==> src/rtl/decode_pipe.sv <==
`default_nettype none
// ============================================================================
// Module      : decode_pipe
// Description : Instruction decode stage with an 8-entry register file,
//               load-use hazard detection and the ID/EX pipeline register.
// Revision    : 1.0 - initial release
// ============================================================================
module decode_pipe #(
    parameter int DATA_WIDTH = 16,
    parameter bit BYPASS     = 1'b1
) (
    input  logic                  clk,
    input  logic                  rst,
    input  logic                  if_valid,
    input  logic [15:0]           instruc,
    input  logic [15:0]           seq_PC,
    input  logic [1:0]            w_reg_cont,
    input  logic                  ext_type,
    input  logic [1:0]            len_immed,
    input  logic                  mem_read,
    input  logic                  wb_en,
    input  logic [2:0]            wb_reg,
    input  logic [DATA_WIDTH-1:0] wb_data,
    input  logic                  ex_ready,
    input  logic                  flush,
    output logic                  id_ready,
    output logic                  ex_valid,
    output logic [DATA_WIDTH-1:0] ex_data_1,
    output logic [DATA_WIDTH-1:0] ex_data_2,
    output logic [DATA_WIDTH-1:0] ex_ext,
    output logic [15:0]           ex_seq_PC,
    output logic [2:0]            ex_w_reg,
    output logic                  ex_mem_read,
    output logic [15:0]           stall_cnt
);

    localparam logic [15:0] c_stall_max = 16'hFFFF;

    logic [DATA_WIDTH-1:0] r_regs [0:7];
    logic                  r_ex_valid;
    logic [DATA_WIDTH-1:0] r_ex_data_1;
    logic [DATA_WIDTH-1:0] r_ex_data_2;
    logic [DATA_WIDTH-1:0] r_ex_ext;
    logic [15:0]           r_ex_seq_PC;
    logic [2:0]            r_ex_w_reg;
    logic                  r_ex_mem_read;
    logic [15:0]           r_stall_cnt;

    logic [2:0]            w_rs;
    logic [2:0]            w_rt;
    logic [DATA_WIDTH-1:0] w_rd_1;
    logic [DATA_WIDTH-1:0] w_rd_2;
    logic [DATA_WIDTH-1:0] w_imm;
    logic [2:0]            w_wreg;
    logic                  w_ex_valid_eff;
    logic                  w_hazard;
    logic                  w_unused_instr;

    assign w_rs           = instruc[10:8];
    assign w_rt           = instruc[7:5];
    assign w_unused_instr = ^instruc[15:11];

    always_ff @(posedge clk) begin
        if (!rst) begin
            for (int i = 0; i < 8; i++) begin
                r_regs[i] <= '0;
            end
        end else if (wb_en) begin
            r_regs[wb_reg] <= wb_data;
        end
    end

    always_comb begin
        w_rd_1 = r_regs[w_rs];
        w_rd_2 = r_regs[w_rt];
        if (BYPASS && wb_en && (wb_reg == w_rs)) w_rd_1 = wb_data;
        if (BYPASS && wb_en && (wb_reg == w_rt)) w_rd_2 = wb_data;
    end

    always_comb begin
        w_imm = '0;
        case (len_immed)
            2'b00:   w_imm = ext_type ? {{(DATA_WIDTH-5){instruc[4]}},   instruc[4:0]}
                                      : {{(DATA_WIDTH-5){1'b0}},         instruc[4:0]};
            2'b01:   w_imm = ext_type ? {{(DATA_WIDTH-8){instruc[7]}},   instruc[7:0]}
                                      : {{(DATA_WIDTH-8){1'b0}},         instruc[7:0]};
            2'b10:   w_imm = ext_type ? {{(DATA_WIDTH-11){instruc[10]}}, instruc[10:0]}
                                      : {{(DATA_WIDTH-11){1'b0}},        instruc[10:0]};
            default: w_imm = '0;
        endcase
    end

    always_comb begin
        w_wreg = 3'b111;
        case (w_reg_cont)
            2'b00:   w_wreg = instruc[7:5];
            2'b01:   w_wreg = instruc[4:2];
            2'b10:   w_wreg = instruc[10:8];
            default: w_wreg = 3'b111;
        endcase
    end

    // While reset is low the pipeline register is treated as empty, so the
    // handshake never reports a stale hazard.
    assign w_ex_valid_eff = r_ex_valid & rst;
    assign w_hazard = if_valid & w_ex_valid_eff & r_ex_mem_read &
                      ((r_ex_w_reg == w_rs) | (r_ex_w_reg == w_rt));
    assign id_ready = flush | (ex_ready & ~w_hazard);

    always_ff @(posedge clk) begin
        if (!rst) begin
            r_ex_valid    <= 1'b0;
            r_ex_data_1   <= '0;
            r_ex_data_2   <= '0;
            r_ex_ext      <= '0;
            r_ex_seq_PC   <= '0;
            r_ex_w_reg    <= '0;
            r_ex_mem_read <= 1'b0;
            r_stall_cnt   <= '0;
        end else if (flush) begin
            r_ex_valid <= 1'b0;
        end else if (!ex_ready) begin
            r_ex_valid <= r_ex_valid;
        end else if (w_hazard) begin
            r_ex_valid <= 1'b0;
            if (r_stall_cnt != c_stall_max) r_stall_cnt <= r_stall_cnt + 16'd1;
        end else begin
            r_ex_valid <= if_valid;
            if (if_valid) begin
                r_ex_data_1   <= w_rd_1;
                r_ex_data_2   <= w_rd_2;
                r_ex_ext      <= w_imm;
                r_ex_seq_PC   <= seq_PC;
                r_ex_w_reg    <= w_wreg;
                r_ex_mem_read <= mem_read;
            end
        end
    end

    assign ex_valid    = r_ex_valid;
    assign ex_data_1   = r_ex_data_1;
    assign ex_data_2   = r_ex_data_2;
    assign ex_ext      = r_ex_ext;
    assign ex_seq_PC   = r_ex_seq_PC;
    assign ex_w_reg    = r_ex_w_reg;
    assign ex_mem_read = r_ex_mem_read;
    assign stall_cnt   = r_stall_cnt;

endmodule
`default_nettype wire

==> config.mk <==
export PLATFORM = sky130hd
export DESIGN_NAME = decode_pipe
export DESIGN_NICKNAME = d
export VERILOG_FILES = /design/src/rtl/decode_pipe.sv
export SDC_FILE = /design/constraint.sdc
export NUM_CORES = 1
export LEC_CHECK = 0
export BUFFER_PORTS_ARGS = -buffer_cell sky130_fd_sc_hd__buf_2
export CAP_MARGIN = 5
export CORE_MARGIN = 1.5
export CORE_UTILIZATION = 62
export DETAILED_ROUTE_END_ITERATION = 10
export GPL_TIMING_DRIVEN = 0
export PLACE_DENSITY = 0.85
export SYNTH_ARGS = -nofsm -noshare
export SYNTH_HDL_FRONTEND = slang
export SYNTH_SLANG_ARGS = --single-unit
==> constraint.sdc <==
create_clock -name clk -period 4.2 [get_ports clk]
set_input_delay 0.63 -clock clk [delete_from_list [all_inputs] [get_ports clk]]
set_output_delay 0.63 -clock clk [all_outputs]
set_load 0.05 [all_outputs]
* Word level (Yosys, flattened, before mapping) *
Memories as Yosys holds them, arrays and structs flattened. A register that Yosys moved wholly into a read port is not among the register bits.
Index checks and enable logic that the tools add are counted.

storage, ports and cells
  bits in registers = 53
  bits of input ports = 63
  word-level logic and storage cells = 46
  memories = 1
  output and inout port bits = 86
  memory bits (writable) = 128

memories
  memory  depth  bits a word  read ports  clocked after memory_dff  wr ports  line  RTL
  r_regs  8      16           2           2                         8         39    logic [DATA_WIDTH-1:0] r_regs [0:7];

operators by class
  reductions and logical operators = 8
  add/subtract/negate cells = 1
  bitwise gates (word level) = 10
  equality and inequality tests = 7
  mux-type cells = 13

operators by type and width
  operator               number
  $mux 16                4
  $pmux 16 s3            1
  $add 16x1->16 const B  1
  $ne 16x16->1 const B   1
  $reduce_or 16->1       1
  $pmux 3 s3             1
  $reduce_and 4->1       2
  $eq 3x3->1             2
  $mux 1                 6
  $and 1x1->1            5
  $eq 2x1->1 const B     2
  $eq 2x2->1 const B     2
  $logic_not 2->1        2
  $mux 3                 1
  $not 1->1              3
  $logic_not 1->1        2
  $or 1x1->1             2
  $reduce_or 2->1        1

* Longest topological paths before layout *
Gate-level depths: netlist (run 1).

  depth after elaboration = 7
  mapped depth = 8

* Worst setup path after synthesis (run 1) *
Ideal clock, no wire load.

  path kind = input -> register
  start point = in wb_reg[1]
  end point = mem r_regs[7][0] (enable)
  data arrival time = 2.201 ns
  path slack = 1.588 ns
  stages on the path = 3
  data required time = 3.789 ns
  cell sequence = clkbuf_1 > nand2_1 > o21ai_0

RTL lines
  item             line  RTL
  start, declared  22    input logic [2:0] wb_reg,
  end, declared    39

==> results of run 1 <==
-- per-stage QoR --
stage,utilization (%),hold slack [ns],total power [mW]
after floorplan,-,0.667,2.76
after global placement,68.8,0.439,2.94
after detailed placement,69.0,0.444,2.97
after CTS,73.0,0.311,4.77
after global routing,73.1,0.324,4.89
final,73.1,0.317,4.78
-- power by group --
| group | internal, mW | leakage [nW] | total, mW | switching, mW |
|---|---|---|---|---|
| Sequential | 2.28 | 1.88 | 2.34 | 0.0609 |
| Combinational | 0.224 | 2.39 | 0.608 | 0.384 |
| Clock | 1.04 | 0.323 | 1.83 | 0.787 |
-- cell type report --
cell class / count / area [um^2]
well taps: 220 / 275
clock inverters: 6 / 28.8
repair buffers: 135 / 686
clock buffers: 34 / 637
fillers: 1123 / 4420
inverters: 2 / 7.51
multi-input cells: 612 / 4530
flip-flops and latches: 209 / 5470
diodes: 1 / 2.50
plain buffers: 71 / 353
-- Yosys cell counts, types with 5 or more instances --
cell type,n
mux4_2,64
nand3_1,77
buf_4,11
nand2_1,96
xnor2_1,6
buf_2,24
and2_1,128
xor2_1,7
nor3_1,5
a21oi_1,42
o21ai_0,56
nand2b_1,43
nor2_1,9
buf_1,6
dfxtp_1,81
o31ai_1,5
clkbuf_1,28
or4_1,8
o21ai_1,14
or3_1,6
edfxtp_1,128
a211oi_1,5
-- worst max-delay path, stage by stage --
cell and delay, ns:
buf_2 0.21, nand3_1 0.23, nor3b_1 1.09, nand2b_1 0.99
-- layer usage --
metal / share of wire [%] / vias up / global-route usage, %
li1: - / 3605 / -
met1: 34 / 3941 / 43.9
met2: 48 / 668 / 60.7
met3: 13 / 140 / 8.96
met4: 4.6 / 0 / 16.5
met5: 0 / - / 0
-- cells by family after synthesis --
group                      after synthesis
and+or+nand+nor                        395
muxes                                   71
DFF                                    209
buffers and inverters                   73
AOI/OAI and AO/OA                      132
xor gates and xnor gates                13
adders and majority gates                1
-- cells in the final DEF (no fill, tap or decap), types with 2 or more instances in the layout --
cell type,n
dfxtp_1,81
a211oi_1,5
buf_1,6
o21ai_1,14
a21o_1,2
buf_4,11
nor3_1,5
or4_1,8
edfxtp_1,128
buf_2,158
clkbuf_16,23
nor3b_1,2
and4_1,4
clkinv_1,5
clkbuf_1,37
o21ai_0,55
mux2i_1,4
and3_1,4
nand2b_1,43
o31ai_1,5
a21oi_1,42
nor2b_1,3
o21ai_2,2
nor2_1,9
or3_1,6
nand2_1,96
nand4_1,4
clkbuf_8,2
nor4b_2,2
xnor2_1,6
xor2_1,7
and2_1,128
mux4_2,64
mux2_2,3
o221ai_1,3
nand3_1,77
and4_4,2
buf_6,2
-- how the worst max path moves through the flow --
stage | from | endpoint | slack, ns
detailed placement | rst | r_regs[0][1] | 0.80
global placement | rst | r_regs[4][10] | 0.51
global route | wb_reg[0] | r_regs[3][15] | 1.26
floorplan | wb_reg[1] | r_regs[7][0] | 1.59
finish | wb_reg[0] | r_regs[5][9] | 1.15
CTS | rst | r_regs[0][1] | 1.30
==> results.tsv, run 1 <==
stage	metric	value	unit
floorplanning	core	16400	um^2
grt	overflow	0	
critical_path	arrival	3.17	ns
job	drv_cap	0	
place	dpl-instance-area	11300	um^2
finish	area_growth	16.0	%
yosys	synth_top_cell_area_share	37.2	%
finish	drive_above_1_share	25.7	%
sta	setup_tns	0	ns
grt	grt_use_total	36.0	%
yosys	synth_compound_area_share	6.94	%
outcome	status	finished clean	
drt	vias	8354	
power	powerDensity	399	nW/um^2
yosys	syn_area	10300	um^2
yosys	synth_simple_gate_area_share	20.8	%
grt	grt_pass1_wl	47100	um
yosys	syn_avg_cell_area	11.6	um^2
floorplanning	dieArea	17500	um^2
critical_path	rr_startpoint	ex_w_reg[2]	
yosys	synthMuxAreaShare	14.7	%
yosys	yosys.area.top_type	edfxtp_1	
yosys	yosys.area_share.xor_xnor	1.10	%
sta	fin_ws	1.15	ns
yosys	synthAdderAreaFrac	0.121	%
critical_path	cp.required	4.32	ns
cts	path_clk_slew	0.06	ns
sta	fin_crit	3.05	ns
sta	skew	0.00781	ns
drt	first_iter_violations	1147	
cts	cts-resized-gates	0	
floorplanning	fp.dieW	132	um
hold_path	hold_start	flush	
floorplanning	rows	47	
cts	postCtsHoldBufs	0	
drt	routed_wl	31100	um
cts	cts_setup_buffers	0	
yosys	synth_top_family_by_area	simple AND/OR/NAND/NOR gates	
drt	dr.pass1.iters	6	
hold_path	hold_class	primary input to flop	
critical_path	endpoint_kind	flop	
power	peakVddDrop	344	uV
yosys	synth.yosys.seq_area_share	52.9	%
grt	antenna_found_initial	2	
hold_path	whs_endpoint	ex_valid	
grt	grt_pass1_vias	8340	
place	io_buffer_count	134	
cts	clk_latency	0.51	ns
yosys	ys.flop_type	edfxtp_1	
yosys	async_flop_share	0	%
yosys	synth_seq_cells	209	
finish	nNetsFinal	1117	
place	pre_cts_slack	0.797	ns
sta	finalCritPeriodShare	72.5	%
critical_path	reg2reg_slack	2.03	ns
yosys	synth_cell_types	44	
yosys	yosysWarnings	0	
yosys	syn_inst	894	
finish	stdcell_count	1290	
floorplanning	start_util	63.0	%
grt	grt_max_degree	17	
critical_path	rr_endpoint	ex_data_2[15]	
critical_path	crit_fanout	16	
critical_path	r2r_cells	6	
drt	post_drt_wl_per_cell	24.1	um
yosys	synthTopCellsByArea	edfxtp_1 37%, dfxtp_1 16%, mux4_2 14%	
place	hpwl	21000	um
hold_path	worstHoldPathCells	2	
drt	final_antenna_net_count	0	
cts	cts_inserted_buffers	22	
power	p_leak	4.60	nW
floorplanning	die_height	132	um
yosys	synth-edff-count	128	
finish	fin_area	12000	um^2
sta	setup_viol	0	
sta	tightest_slew	1.29	ns
sta	fmaxAchievable	0.328	GHz
yosys	syn-num-nets	958	
cts	htree_levels	1	
cts	cts-root-buf	clkbuf_16	
cts	cts_tree	done	
sta	hold_viol	0	
cts	clockBufferDepth	3	
sta	grt_setup_unrepaired	no	
floorplanning	pin_count	149	
critical_path	startpoint_type	primary input	
drt	drc	0	
cts	numClockSinks	209	
critical_path	path_class	primary input to flop	
finish	largest_register_ffs	128	
finish	largest_register	r_regs	
place	globalplace.congestion	0.934	
drt	avgViaCountPerCell	6.48	
sta	max_slew_margin	13.8	%
sta	finalMaxSlewViolations	0	
place	place_inst	1249	
(Power assumes the default switching activity.)
==> inputs of run 2 (changes only) <==
--- a/config.mk
+++ b/config.mk
@@ -8,10 +8,10 @@
 export BUFFER_PORTS_ARGS = -buffer_cell sky130_fd_sc_hd__buf_2
 export CAP_MARGIN = 5
 export CORE_MARGIN = 1.5
-export CORE_UTILIZATION = 62
+export CORE_UTILIZATION = 52
 export DETAILED_ROUTE_END_ITERATION = 10
 export GPL_TIMING_DRIVEN = 0
-export PLACE_DENSITY = 0.85
+export PLACE_DENSITY = 0.76
 export SYNTH_ARGS = -nofsm -noshare
 export SYNTH_HDL_FRONTEND = slang
 export SYNTH_SLANG_ARGS = --single-unit
==> constraint.sdc (replaced) <==
create_clock -name clk -period 2.5 [get_ports clk]
set_input_delay 0.375 -clock clk [delete_from_list [all_inputs] [get_ports clk]]
set_output_delay 0.375 -clock clk [all_outputs]
set_load 0.05 [all_outputs]
==> run 2 against run 1 <==
  * Combinational power up 66%
  * First-iteration DRC count down 28%
  * Critical path depth unchanged
  * Register-to-register slack worse by 1.6 ns
  * Non-clock buffer count up 2
  * Largest power group unchanged
  * Clock power up 66%
  * Clock-buffer cell count down 1
  * Core utilization down 11 points
  * Critical endpoint is now r_regs[1][12]
  * Routed wire length down 2.3%
  * Die area up 19%
==> results.tsv, run 2 (synthesized netlist as in run 1, its figures left out) <==
stage	metric	value	unit
finish	nNetsFinal	1119	
floorplanning	dieArea	20700	um^2
critical_path	path_class	primary input to flop	
sta	tightest_slew	1.26	ns
place	globalplace.congestion	0.880	
cts	cts-root-buf	clkbuf_16	
grt	grt_pass1_wl	44800	um
finish	area_growth	16.6	%
drt	avgViaCountPerCell	6.01	
grt	grt_pass1_vias	7785	
drt	post_drt_wl_per_cell	22.8	um
finish	mostFrequentLayoutCells	159 x buf_2, 128 x and2_1, 128 x edfxtp_1	
sta	fmaxAchievable	0.416	GHz
grt	antenna_found_initial	1	
drt	final_antenna_net_count	0	
sta	max_slew_margin	15.6	%
finish	layout_commonest_cell	buf_2	
grt	met2_usage	49.4	%
sta	finalCritPeriodShare	96.1	%
cts	path_clk_slew	0.06	ns
critical_path	critical_path.max_stage_delay	1.00	ns
sta	hold_viol	0	
place	place_inst	1296	
floorplanning	pin_count	149	
cts	cts_inserted_buffers	22	
critical_path	startpoint_type	primary input	
critical_path	crit_buf_inv	1	
critical_path	critPathSlowestCell	nor3_1	
floorplanning	core	19500	um^2
power	p_leak	4.60	nW
finish	drive_above_1_share	26.3	%
grt	grt_use_total	29.6	%
sta	fin_ws	0.0965	ns
job	drv_cap	0	
cts	cts_tree	done	
power	peakVddDrop	434	uV
drt	first_iter_violations	821	
sta	setup_viol	0	
critical_path	cp_top_family	simple AND/OR/NAND/NOR gates	
sta	grt_setup_unrepaired	no	
grt	grt_use_met1	36.6	%
critical_path	cp.required	2.65	ns
critical_path	crit_fanout	16	
power	powerDensity	662	nW/um^2
finish	largest_register_ffs	128	
cts	numClockSinks	209	
sta	skew	0.00830	ns
critical_path	arrival	2.55	ns
grt	grt.busiest_layer	met2	
sta	fin_crit	2.40	ns
place	pre_cts_slack	-0.643	ns
floorplanning	fp.dieW	144	um
hold_path	hold_class	primary input to flop	
critical_path	endpoint_kind	flop	
grt	grt_max_degree	17	
place	io_buffer_count	134	
cts	htree_levels	1	
sta	finalMaxSlewViolations	0	
outcome	status	finished clean	
drt	vias	8033	
finish	largest_register	r_regs	
floorplanning	start_util	53.1	%
finish	stdcell_count	1336	
cts	clk_latency	0.51	ns
drt	dr.pass1.iters	5	
drt	routed_wl	30400	um
cts	clockBufferDepth	3	
drt	drc	0	
grt	overflow	0	
grt	grt_use_met3	6.66	%
place	hpwl	21100	um
critical_path	crit_chain	buf_2 -> nand3_1 -> nor3_1 -> nand2b_2	
floorplanning	die_height	144	um
floorplanning	rows	51	
## run 2: power breakdown
part	internal [mW]	leakage, nW	switching [mW]	total, mW
clock	1.72	0.317	1.32	3.04
combinational	0.378	2.40	0.628	1.01
sequential	3.83	1.88	0.0945	3.93
## run 2: cell type report
type | instances | area [um^2]
diodes | 1 | 2.50
plain buffers | 71 | 353
clock buffers | 33 | 624
clock inverters | 6 | 28.8
fillers | 1542 | 7410
inverters | 2 | 7.51
multi-input cells | 612 | 4540
flip-flops and latches | 209 | 5470
well taps | 265 | 332
repair buffers | 137 | 698
## run 2: final timing paths
check	slack, ns	start	to	depth (start not counted)
worst max-delay path	0.1	wb_reg[0]	r_regs[1][12]	4
worst min-delay path	0.07	flush	ex_valid	2
worst max register to register	0.39	ex_w_reg[0]	ex_data_2[4]	6
worst min register to register	0.45	ex_ext[2]	ex_ext[2]	2
## run 2: routing by layer
metal | share of wire, % | wire [um]
met1 | 37 | 11200
met2 | 48 | 14600
met3 | 11 | 3290
met4 | 4.5 | 1360
met5 | 0 | 0
## run 2: metrics by stage
stage	total power, mW	utilization, %	setup TNS (ns)	area [um^2]	hold slack, ns
6_report	7.98	61.9	0	12100	0.0665
5_1_grt	8.21	61.9	0	12000	0.0687
4_1_cts	7.98	61.9	0	12000	0.0592
3_5_place_dp	4.99	58.5	-49.51	11400	0.444
3_3_place_gp	4.96	58.3	-103.13	11300	0.440
2_1_floorplan	4.64	-	0	10300	0.452
## run 2: what timing repair did
action	4_1_cts	5_1_grt
setup buffers	0	0
endpoints found under the hold margin	0	0
gates resized for setup	3	1
hold buffers	0	0
setup endpoints to repair	48	16
==> inputs of run 3 (changes only) <==
--- a/config.mk
+++ b/config.mk
@@ -5,11 +5,11 @@
 export SDC_FILE = /design/constraint.sdc
 export NUM_CORES = 1
 export LEC_CHECK = 0
-export BUFFER_PORTS_ARGS = -buffer_cell sky130_fd_sc_hd__buf_2
 export CAP_MARGIN = 5
 export CORE_MARGIN = 1.5
-export CORE_UTILIZATION = 52
+export CORE_UTILIZATION = 58
 export DETAILED_ROUTE_END_ITERATION = 10
+export DONT_BUFFER_PORTS = 1
 export GPL_TIMING_DRIVEN = 0
 export PLACE_DENSITY = 0.76
 export SYNTH_ARGS = -nofsm -noshare
==> run 3 against run 2 <==
  * First-iteration DRC count shrank 14%
  * Cell area shrank 4.5%
  * Global-route usage grew 2.8 points
  * Register-to-register slack lost 0.26 ns
  * Clock skew is essentially flat
  * Largest cell class unchanged
  * Largest power group unchanged
==> results.tsv, run 3 (synthesized netlist as in run 1, its figures left out) <==
stage	metric	value	unit
cts	htree_levels	1	
floorplanning	dieArea	18600	um^2
drt	vias	7589	
place	pre_cts_slack	-0.557	ns
finish	fin_area	11500	um^2
critical_path	crit_fanout	10	
floorplanning	die_height	137	um
outcome	status	finished clean	
cts	cts_inserted_buffers	23	
sta	setup_tns	0	ns
sta	hold_viol	0	
sta	max_slew_margin	22.8	%
sta	finalCritPeriodShare	94.8	%
grt	grt_max_degree	17	
drt	avgViaCountPerCell	6.48	
finish	drive_above_1_share	16.8	%
finish	largest_register_ffs	128	
finish	mostFrequentLayoutCells	128 x and2_1, 128 x edfxtp_1, 96 x nand2_1	
critical_path	arrival	2.81	ns
place	hpwl	19600	um
drt	dr.pass1.iters	7	
sta	grt_setup_unrepaired	no	
drt	final_antenna_net_count	0	
drt	drc	0	
finish	area_growth	11.4	%
job	drv_cap	0	
power	powerDensity	713	nW/um^2
finish	largest_register	r_regs	
power	p_total	8.21	mW
floorplanning	rows	48	
finish	nNetsFinal	994	
grt	overflow	0	
sta	fmaxAchievable	0.422	GHz
cts	cts-root-buf	clkbuf_16	
place	io_buffer_count	0	
floorplanning	fp.dieW	137	um
critical_path	endpoint_kind	flop	
grt	antenna_found_initial	2	
sta	fin_crit	2.37	ns
grt	grt_pass1_vias	7560	
sta	setup_viol	0	
cts	clockBufferDepth	3	
power	p_leak	4.02	nW
sta	tightest_slew	1.15	ns
critical_path	startpoint_type	flop	
grt	grt_use_total	32.4	%
floorplanning	start_util	59.6	%
floorplanning	core	17400	um^2
drt	post_drt_wl_per_cell	25.4	um
sta	finalMaxSlewViolations	0	
power	peakVddDrop	601	uV
critical_path	cp.required	2.94	ns
drt	first_iter_violations	704	
critical_path	path_class	flop to flop	
hold_path	hold_class	primary input to flop	
drt	routed_wl	29700	um
cts	clk_latency	0.51	ns
floorplanning	pin_count	149	
cts	cts_tree	done	
sta	skew	0.00801	ns
sta	fin_ws	0.131	ns
place	dpl-instance-area	10700	um^2
sta	hold_slack	0.00613	ns
grt	grt_pass1_wl	43700	um
cts	numClockSinks	209	
place	globalplace.congestion	0.926	
cts	path_clk_slew	0.06	ns
## run 3: changes by cell type in the layout (fill, tap and decap cells not counted), moves of 3 or more
cell,before,now
clkinv_4,0,4
clkbuf_1,36,33
dfxtp_1,81,73
dlygate4sd3_1,0,8
dfxtp_2,0,8
clkinv_1,4,1
buf_2,159,24
## run 3: report_power, final
part | internal [mW] | switching [mW]
combinational | 0.335 | 0.432
sequential | 3.83 | 0.243
clock | 1.97 | 1.39
## run 3: routing by layer
| layer | GRT usage (%) | wire length (um) | up-vias |
|---|---|---|---|
| met5 | 2.22 | 50 | - |
| li1 | - | - | 3348 |
| met2 | 53.2 | 14100 | 480 |
| met3 | 10.0 | 3630 | 108 |
| met4 | 15.2 | 1420 | 2 |
| met1 | 38.8 | 10600 | 3651 |
## run 3: path summary, 6_finish.rpt
path / endpoint / slack [ns] / start / cells past startpoint
worst min-delay path: ex_seq_PC[9] / 0.006 / seq_PC[9] / 2
worst min register to register: ex_mem_read / 0.60 / ex_mem_read / 2
worst max register to register: stall_cnt[9] / 0.13 / stall_cnt[1] / 8
worst max-delay path: stall_cnt[9] / 0.13 / stall_cnt[1] / 8
## run 3: layout make-up
class,count,area (um^2)
well taps,225,282
multi-input cells,612,4530
clock buffers,30,624
clock inverters,9,113
inverters,2,7.51
flip-flops and latches,209,5480
diodes,3,7.51
repair buffers,11,123
plain buffers,71,353
fillers,1300,5840
## run 3: critical path, cell delays in order, from the launching register on
cell and delay (ns):
dfxtp_1 0.69, ha_1 0.32, nand3_1 0.09, or4_1 0.49
o21ai_2 0.11, buf_6 0.15, buf_4 0.17, o21ai_0 0.10
a21oi_1 0.16
## run 3: repair_timing
| item | CTS | global route |
|---|---|---|
| endpoints found under the hold margin | 8 | 0 |
| endpoints found under the setup margin | 17 | 4 |
| setup buffers | 0 | 0 |
| gates resized for setup | 9 | 3 |
| gates cloned | 0 | 0 |
| hold buffers | 8 | 0 |
## run 3: per-stage QoR
step,std cells,util [%]
finish,1172,66.3
global placement,1119,61.2
CTS,1168,66.2
global route,1170,66.3
detailed placement,1121,61.4
floorplan,894,-
